--- src/rtl/sync_ram_be_init.sv ---
// Simple-dual-port synchronous RAM with byte enables, read valid and a post-reset clear sweep.
// Define SYNC_RAM_OUT_REG_EN to add an output register stage (read latency 2).
module sync_ram_be_init #(
  parameter int unsigned DATA_W   = 16,
  parameter int unsigned ADDR_W   = 6,
  parameter int unsigned DEPTH    = 64,
  parameter int unsigned RDW_MODE = 0
) (
  input  logic                clk,
  input  logic                rst_n,
  input  logic                we,
  input  logic [ADDR_W-1:0]   write_addr,
  input  logic [DATA_W-1:0]   data,
  input  logic [DATA_W/8-1:0] be,
  input  logic                re,
  input  logic [ADDR_W-1:0]   read_addr,
  output logic [DATA_W-1:0]   q,
  output logic                q_valid,
  output logic                init_done,
  output logic                req_dropped
);

  localparam int unsigned NumBytes = DATA_W / 8;

  localparam logic [0:0] StInit  = 1'b0;
  localparam logic [0:0] StReady = 1'b1;

  localparam logic [ADDR_W:0]   DepthW   = (ADDR_W + 1)'(DEPTH);
  localparam logic [ADDR_W-1:0] LastAddr = ADDR_W'(DEPTH - 1);

  logic [DATA_W-1:0] mem [DEPTH];

  logic [0:0]        state_q, state_d;
  logic [ADDR_W-1:0] ptr_q, ptr_d;
  logic [DATA_W-1:0] q1_q, q1_d;
  logic              v1_q, v1_d;
  logic              drop_q;

  logic              wr_ok, rd_ok, rdw_hit;
  logic [DATA_W-1:0] rd_word, merged, rd_data;

  assign wr_ok   = {1'b0, write_addr} < DepthW;
  assign rd_ok   = {1'b0, read_addr} < DepthW;
  assign rd_word = rd_ok ? mem[read_addr] : '0;
  // A hit implies both addresses are in range, so rd_word is the real stored word.
  assign rdw_hit = we && wr_ok && (write_addr == read_addr);

  always_comb begin
    merged = rd_word;
    for (int i = 0; i < NumBytes; i++) begin
      if (be[i]) merged[8*i +: 8] = data[8*i +: 8];
    end
  end

  assign rd_data = ((RDW_MODE == 1) && rdw_hit) ? merged : rd_word;

  always_comb begin
    state_d = state_q;
    ptr_d   = ptr_q;
    q1_d    = q1_q;
    v1_d    = 1'b0;
    case (state_q)
      StInit: begin
        ptr_d = ptr_q + 1'b1;
        q1_d  = '0;
        if (ptr_q == LastAddr) state_d = StReady;
      end
      StReady: begin
        if (re) begin
          q1_d = rd_data;
          v1_d = 1'b1;
        end
      end
      default: state_d = StInit;
    endcase
  end

  always_ff @(posedge clk or negedge rst_n) begin
    if (!rst_n) begin
      state_q <= StInit;
      ptr_q   <= '0;
      q1_q    <= '0;
      v1_q    <= 1'b0;
      drop_q  <= 1'b0;
    end else begin
      state_q <= state_d;
      ptr_q   <= ptr_d;
      q1_q    <= q1_d;
      v1_q    <= v1_d;
      drop_q  <= (state_q == StInit) && (we || re);
    end
  end

  // Storage has no reset; the INIT sweep clears it instead.
  always_ff @(posedge clk) begin
    if (state_q == StInit) begin
      mem[ptr_q] <= '0;
    end else if (we && wr_ok) begin
      for (int i = 0; i < NumBytes; i++) begin
        if (be[i]) mem[write_addr][8*i +: 8] <= data[8*i +: 8];
      end
    end
  end

`ifdef SYNC_RAM_OUT_REG_EN
  logic [DATA_W-1:0] q2_q;
  logic              v2_q;

  always_ff @(posedge clk or negedge rst_n) begin
    if (!rst_n) begin
      q2_q <= '0;
      v2_q <= 1'b0;
    end else if (state_q == StInit) begin
      q2_q <= '0;
      v2_q <= 1'b0;
    end else begin
      q2_q <= q1_q;
      v2_q <= v1_q;
    end
  end

  assign q       = q2_q;
  assign q_valid = v2_q;
`else
  assign q       = q1_q;
  assign q_valid = v1_q;
`endif

  assign init_done   = (state_q == StReady);
  assign req_dropped = drop_q;

endmodule

--- config.mk ---
export PLATFORM = sky130hd
export DESIGN_NAME = sync_ram_be_init
export DESIGN_NICKNAME = d
export VERILOG_FILES = /design/src/rtl/sync_ram_be_init.sv
export SDC_FILE = /design/constraint.sdc
export NUM_CORES = 1
export LEC_CHECK = 0
export ABC_AREA = 1
export CORE_ASPECT_RATIO = 1.5
export CORE_MARGIN = 5
export CORE_UTILIZATION = 50
export CTS_CLUSTER_SIZE = 10
export DETAILED_ROUTE_END_ITERATION = 12
export PLACE_DENSITY = 0.67
export SYNTH_ARGS = -nofsm -noshare
export SYNTH_HDL_FRONTEND = slang
export SYNTH_SLANG_ARGS = --single-unit
--- constraint.sdc ---
create_clock -name clk -period 3.53 [get_ports clk]
set_clock_uncertainty 0.05 [all_clocks]
set_input_delay 0.706 -clock clk [delete_from_list [all_inputs] [get_ports clk]]
set_output_delay 0.706 -clock clk [all_outputs]
set_load 0.005 [all_outputs]
**Yosys cells after proc, flatten, opt, wreduce, memory -nomap -nowiden**

Memory sizes are Yosys's and may differ from the RTL's.
Index checks and enable logic that the tools add are counted.

- Output and inout bits: 19
- Logic and storage cells: 31
- Memories kept: 1
- Register bits after elaboration: 25
- Memory bits (writable): 1024
- Input bits: 34

- Reductions and logical operators: 3
- Bitwise logic cells: 1
- $add $sub $neg: 1
- Equality and inequality tests: 2
- Muxes and demuxes: 18

Memories:

| name | words | bits a word | read ports | clocked after Yosys merged registers in | write ports | line | RTL |
|---|---|---|---|---|---|---|---|
| mem | 64 | 16 | 1 | 0 | 1 | 31 | `logic [DATA_W-1:0] mem [DEPTH];` |

Operator list:

| operator | count |
|---|---|
| $mux 16 | 2 |
| $pmux 16 s2 | 1 |
| $reduce_or 16->1 | 1 |
| $mux 1 | 13 |
| $add 6x1->6 const B | 1 |
| $eq 6x6->1 const B | 1 |
| $mux 6 | 1 |
| $mux 2 | 1 |
| $ne 2x2->1 const B | 1 |
| $logic_and 1x1->1 | 1 |
| $logic_or 1x1->1 | 1 |
| $not 1->1 | 1 |

**Logic depth before layout (Yosys ltp)**

Gate-level depths: netlist of run 1.

- Word-level depth: 6
- Gate-level depth with buffers: 14
- Depth with buffers taken out: 11

**Worst setup path after synthesis of run 1**

Ideal clock, no wire load.

- Kind: in2reg
- Start point: input be[1]
- End point: memory mem[0][10] (data pin)
- Setup time: 0.500 ns
- Stages: 4
- Data required time: 2.980 ns
- Arrival time: 2.745 ns
- Path buffers: 2
- Path slack: 0.235 ns
- Cell sequence: o211ai_4 -> buf_2 -> clkbuf_1 -> nor2_1

- Cells in the longest elaborated chain, start to end: 6

RTL lines:

| item | line | RTL |
|---|---|---|
| start, declared | 14 | `input logic [DATA_W/8-1:0] be,` |
| $mux 1 | 100 | `if (be[i]) mem[write_addr][8*i +: 8] <= data[8*i +: 8];` |
| $mux 1 | 98 | `end else if (we && wr_ok) begin` |
| $mux 1 | 96 | `if (state_q == StInit) begin` |
| $mux 1 (not written as such) | 100 |  |
| $reduce_or 16->1 (no source line) | - |  |
| $mux 16 (no source line) | - |  |
| end, declared | 31 |  |

Every way passes these cells.

**Worst setup path after layout of run 1**

- Start point: input be[1]
- End point: memory mem[7][8], enable pin

- Cells in the longest elaborated chain, start to end: 6
- Elaborated cells on any way between the ends: 7
- Classes of those cells: mux (6); reduce/logical (1)

RTL lines:

| item | line |
|---|---|
| $mux 1 * | 100 |
| $mux 1 * | 98 |
| $mux 1 * | 96 |
| $mux 1 (not written as such) * | 100 |
| $reduce_or 16->1 (no source line) | - |
| $mux 6 (no source line) or $mux 2 (tied branches) | - |

Mark *: on every way between the ends. The rest lies on a longest branch, timed or not.

==> metrics.txt, run 1 <==
outcome=completed; Distinct cells, synth=26; placer congestion estimate=0.9598; die area=92320 um2; Peak Freq=0.3393 GHz; CTS Root Buffer Type=clkbuf_16; Hold/Removal Path Class=in2async; CP Max Fanout=14; met2 Use GR=0.4319; Synth top area share=0.7133; initial core utilization=0.5010; global route hottest layer=met2; Final Hold Vio Count=0; Mean Syn Cell Area=11.35 um2; DRC=0; FF-to-FF path depth=7; area of the mapped netlist=43110 um2; clk slew on worst S/H paths=60 ps; TritonCTS buffer count=115; Final Setup Violations=0; met1 Usage GRT=0.3050; EDFF count, synth=1024; final core utilization=0.5752; Mapped Nets=3834; NetSw=5.395 mW; dominant cell type by area after synthesis=edfxtp_1; Inst Count DP=4974; share of layout cells above drive strength 1=0.1004; Setup crit start=be[1]; Slew Limit Fails=0; Sw Share=0.2127; # resized after CTS=0; later-pin clock latency in the skew report=700 ps; clock tree buffer depth=3; total congestion overflow=0; H-tree depth=3; Worst Setup EP=mem[7][8]; CP peak stage delay=530 ps; worst hold margin=393.6 ps; most frequent CP cell=nand2_1; FP Rows=132; filler instances=6887; Leak=18.00 nW; DPL Wire Length=72440 um; largest cells by area after synthesis=edfxtp_1 71%, nand2_1 12%, nand3_1 10%; DR WL/cell=22.34 um; sequential power share=0.531; Synth Area in Simple Gates=0.2419; adder-cell share of the synthesized area=0.0002902; Post-Route WL=114900 um; Synth Flop Type=edfxtp_1; DR vias/cell=5.617; Int Power=19.97 mW; clock sinks=1049; Worst setup SP type=primary input; die width=249.8 um; Final Cycle Share=0.8348; Setup TNS=0 ps; post-CTS setup buffers=0; Seq/Total Area, Yosys=0.7278; non-filler cells, final=5145; Crit path required time=3880 ps; Post-synth ARST share=0.02383; CP Class=in2reg; post-synthesis register bit count=1049; 1st-iter DRT viols=3063; Synth Instances=3799; Overall Power=25.36 mW; Slew @ Worst Pin=1112 ps; first-pass GRT wire length=171600 um; NumNets Final=3987; peak supply drop=343.7 uV; CP Data Arrival Time=3300 ps; clock power share=0.415; Core Area=86050 um2; Total GRT Usage=0.2446; # IOs=53; relative slew slack=0.2589; CTS Hold Buffers Added=0; TritonCTS clock tree=built; antenna-violating nets left=0; Post-Synth XOR/XNOR Area=0.001016; die height=369.6 um; DRT Pass-1 Iters=6; Synth Area in Compound Gates=0.002090; Syn. warnings=0; Worst setup EP type=register; worst reg2reg endpoint=mem[7][8]; largest family of logic cells by synthesized area=simple AND/OR/NAND/NOR gates; via count=28.90k; M3 GR Usage=0.03354; PortBufs=52; antenna violations before repair=2; vias in the first global route=28.58k; CP Cell Sequence=clkdlybuf4s50_1, o211ai_4, nand2_1, o21ai_2, inv_2, nor2_4, nand2_1, nor2_1, buf_4; max cap viols=0; slowest CP cell=o211ai_4; FF-to-FF Start=init_done; Comb pwr share=0.054; Syn-to-layout area delta=14.81%; pwr dens=512.3 nW/um2; unrepaired setup endpoints after global routing=false; reg2reg setup slack=770 ps; proportion of synthesized area in mux cells=0; largest net degree at the start of global routing=97; fin crit period=2947 ps
## cell families (layout without fill, tap and decap cells)
family / after synthesis / count (layout)
XOR/XNOR: 5 / 5
flip-flops: 1049 / 1049
AO/OA/AOI/OAI: 11 / 11
other: 0 / 1
adder cells (fa/ha/maj): 1 / 1
buffers and inverters: 276 / 482
AND/OR/NAND/NOR: 2457 / 2457
## state kept, by name, summed over array words and instances, names as in the netlist
| name | count |
|---|---|
| init_done | 1 |
| mem | 1024 |
| ptr_q | 6 |
| q | 16 |
| q_valid | 1 |
| req_dropped | 1 |
## routing by layer
layer / part of all wire / vias to the layer above / routed length (um)
met5: 0 / - / 0
met4: 0.040 / 0 / 4651
met3: 0.069 / 247 / 7947
met2: 0.51 / 1329 / 59010
met1: 0.38 / 13870 / 43330
li1: - / 13460 / -
## worst min-delay path by stage
stage	start	endpoint	slack [ps]	depth (start not counted)
4_1_cts	rst_n	ptr_q[1]	360	2
2_1_floorplan	rst_n	init_done	360	0
5_1_grt	rst_n	ptr_q[1]	400	2
3_3_place_gp	q[8]	q[8]	420	2
3_5_place_dp	q[4]	q[4]	420	2
6_report	rst_n	ptr_q[1]	390	2
## worst max-delay path: cells and delay by family
family | cells | cell delay (ps)
buffers and inverters | 3 | 900
AOI/OAI and AO/OA | 2 | 730
and+or+nand+nor | 4 | 950
## power groups by stage
stage	clock, mW	combinational [mW]	sequential (mW)
floorplan	0	0.879	13.7
CTS	10.6	1.37	13.5
global placement	0	1.35	13.7
global route	11.2	1.51	13.5
detailed placement	0	1.36	13.7
finish	10.5	1.38	13.5
## cell usage after synthesis (2+ instances only)
master,n
nand2_1,1421
edfxtp_1,1024
nand3_1,865
nor2_1,147
clkbuf_1,108
buf_2,98
buf_1,31
inv_1,30
dfrtp_1,25
nor2_4,13
inv_2,6
nand2_2,5
o21ai_2,5
xor2_1,4
nor2_2,3
a21oi_1,2
nor3_1,2
o21ai_0,2
## area by class of cell
cell class / instances / area [um2] / area share
Sequential cell: 1049 / 31380 / 0.6339
Multi-Input combinational cell: 2474 / 10720 / 0.2165
Clock buffer: 168 / 3172 / 0.06408
Timing Repair Buffer: 274 / 2626 / 0.05306
Tap cell: 1139 / 1425 / 0.02879
Inverter: 38 / 162.7 / 0.003286
Clock inverter: 2 / 17.52 / 0.0003539
Antenna cell: 1 / 2.502 / 0.00005056
## metrics by stage
stage	setup WS, ps	cell area [um2]
floorplan	234.8	43110
global placement	1.264	46310
detailed placement	-47.54	46310
CTS	690.0	49500
global route	567.1	49500
finish	583.0	49500
## cell usage in the layout (no fill, tap or decap), types with 25 or more instances in the layout
cell             Yosys  routed
dfrtp_1             25      25
nor2_1             147     131
inv_1               30      28
nand3_1            865     865
clkbuf_1           108      48
clkdlybuf4s50_1      0      48
buf_4                0     188
clkbuf_16            0     119
nand2_1           1421    1421
nor2_4              13      29
buf_12               0      35
edfxtp_1          1024    1024
(Power assumes the default switching activity.)
==> run 2: changes to the inputs <==
- PLACE_DENSITY: 0.67 -> 0.69
- clock period: 3.53 -> 2.55 ns (I/O delays scaled with it)
==> metrics.txt, run 2 (same netlist as run 1, synthesis figures left out) <==
reg2reg setup slack=300 ps (-470 ps); Total GRT Usage=0.2458 (+0.001280); CTS Hold Buffers Added=0 (unchanged); H-tree depth=3 (unchanged); highest-count cells in the layout ignoring fill and taps=1421 x nand2_1, 1024 x edfxtp_1, 865 x nand3_1; worst reg2reg endpoint=mem[49][2]; Sw Share=0.2122 (-0.0005470); slowest CP cell=clkdlybuf4s50_1; worst slack, placed=-343.6 ps (-296.0 ps); NumNets Final=4056 (+1.7%); Slew @ Worst Pin=536.6 ps (-575.1 ps); die height=369.6 um (unchanged); Post-Route WL=115600 um (+0.53%); Int Power=27.71 mW (+39%); Top delay family on crit path=buffers and inverters; Final Setup Violations=0 (unchanged); Worst setup EP type=output pin; outcome=completed; initial core utilization=0.5010 (unchanged); Overall Power=35.17 mW (+39%); max FFs per register=1024 (unchanged); CTS Root Buffer Type=clkbuf_16; TritonCTS buffer count=115 (unchanged); TritonCTS clock tree=built; unrepaired setup endpoints after global routing=false; max cap viols=0 (unchanged); post-CTS setup buffers=0 (unchanged); die width=249.8 um (unchanged); Leak=18.47 nW (+2.6%); antenna-violating nets left=0 (unchanged); DR WL/cell=22.14 um (-0.87%); antenna violations before repair=2 (unchanged); FF-to-FF path depth=10 (+3); placer congestion estimate=0.9415 (-1.9%); Final Cycle Share=0.9181; clock tree buffer depth=3 (unchanged); via count=29.30k (+1.4%); largest net degree at the start of global routing=112 (+15%); Syn-to-layout area delta=17.10%; critical path depth=2 (-7); Core Area=86050 um2 (unchanged); largest register by flop count=mem; most common cell after layout, fill and taps aside=nand2_1; Crit path required time=1990 ps (-1890 ps); clk slew on worst S/H paths=50 ps (about the same); Worst setup SP type=register; DRT Pass-1 Iters=6 (unchanged); Slew Limit Fails=0 (unchanged); CP Cell Sequence=buf_4, clkdlybuf4s50_1; share of layout cells above drive strength 1=0.1153 (+0.01488); # resized after CTS=0 (unchanged); clock power share=0.413 (-0.002); PortBufs=52 (unchanged); CP Max Fanout=6 (-8); Final Hold Vio Count=0 (unchanged); # IOs=53 (unchanged); 1st-iter DRT viols=3415 (+11%); later-pin clock latency in the skew report=690 ps (about the same); pwr dens=696.7 nW/um2 (+36%); die area=92320 um2 (unchanged); NetSw=7.463 mW (+38%); DPL Wire Length=75990 um (+4.9%); FF-to-FF Start=init_done; first-pass GRT wire length=171500 um (about the same); total congestion overflow=0 (unchanged); sequential power share=0.530 (about the same); DRC=0 (unchanged); CP peak stage delay=520 ps (about the same); Hold/Removal Path Class=in2async; Peak Freq=0.4271 GHz; FP Rows=132 (unchanged); peak supply drop=563.6 uV (+64%); CP Data Arrival Time=1780 ps (-1520 ps); Setup crit start=init_done; relative slew slack=0.6423 (+0.3834); setup ws final=208.8 ps (-374.3 ps); CP Class=reg2out; crit path buf inv count=2 (-1); fin crit period=2341 ps; vias in the first global route=28.98k (+1.4%); clock sinks=1049 (unchanged); DR vias/cell=5.615 (about the same); worst hold margin=188.9 ps (-204.7 ps); Comb pwr share=0.057 (+0.003)
## run 2: worst max-delay path by stage
stage               slack [ps]          end
floorplan                 -570   mem[0][10]
global placement          -330   mem[58][9]
detailed placement        -340  mem[25][15]
CTS                        160    init_done
global route               170    init_done
finish                     210    init_done
## run 2: final cells by class
cell class	instances	area, um2
clock buffer	172	3177
timing repair buffer	343	3607
antenna	1	2.502
inverter	38	162.7
tap	1139	1425
clock inverter	2	17.52
sequential	1049	31380
multi-input combinational	2474	10720
fill	6687	35560
## run 2: worst reg2reg max path, stage by stage (launching register included)
cell and delay (ps):
dfrtp_1 390, o211ai_4 130, buf_12 180, o21ai_1 200, buf_4 150, nand2_2 90
nor2_4 180, buf_12 160, nand2_1 70, nor2_1 130, buf_4 210
## run 2: per-stage QoR
step	utilization	instance area (um2)	setup TNS, ps	instances
finish	0.5867	50480	0	5218
global route	0.5867	50480	0	5218
CTS	0.5867	50480	0	5217
detailed placement	0.5495	47290	-259440	5043
global placement	0.5495	47290	-227320	5043
floorplan	-	43110	-507810	3799
## run 2: metal layers
| layer | wire [um] | global-route usage | up-vias |
|---|---|---|---|
| li1 | - | - | 13580 |
| met1 | 41300 | 0.2938 | 13930 |
| met2 | 59770 | 0.4382 | 1451 |
| met3 | 8293 | 0.03192 | 335 |
| met4 | 6183 | 0.1243 | 0 |
| met5 | 0 | 0 | - |
## run 2: power groups by stage
stage	Clock [mW]	Combinational [mW]	Sequential, mW
2_1_floorplan	0	1.22	19.0
3_3_place_gp	0	1.96	19.0
3_5_place_dp	0	1.98	19.0
4_1_cts	14.7	2.00	18.6
5_1_grt	15.4	2.19	18.6
6_report	14.5	2.02	18.6
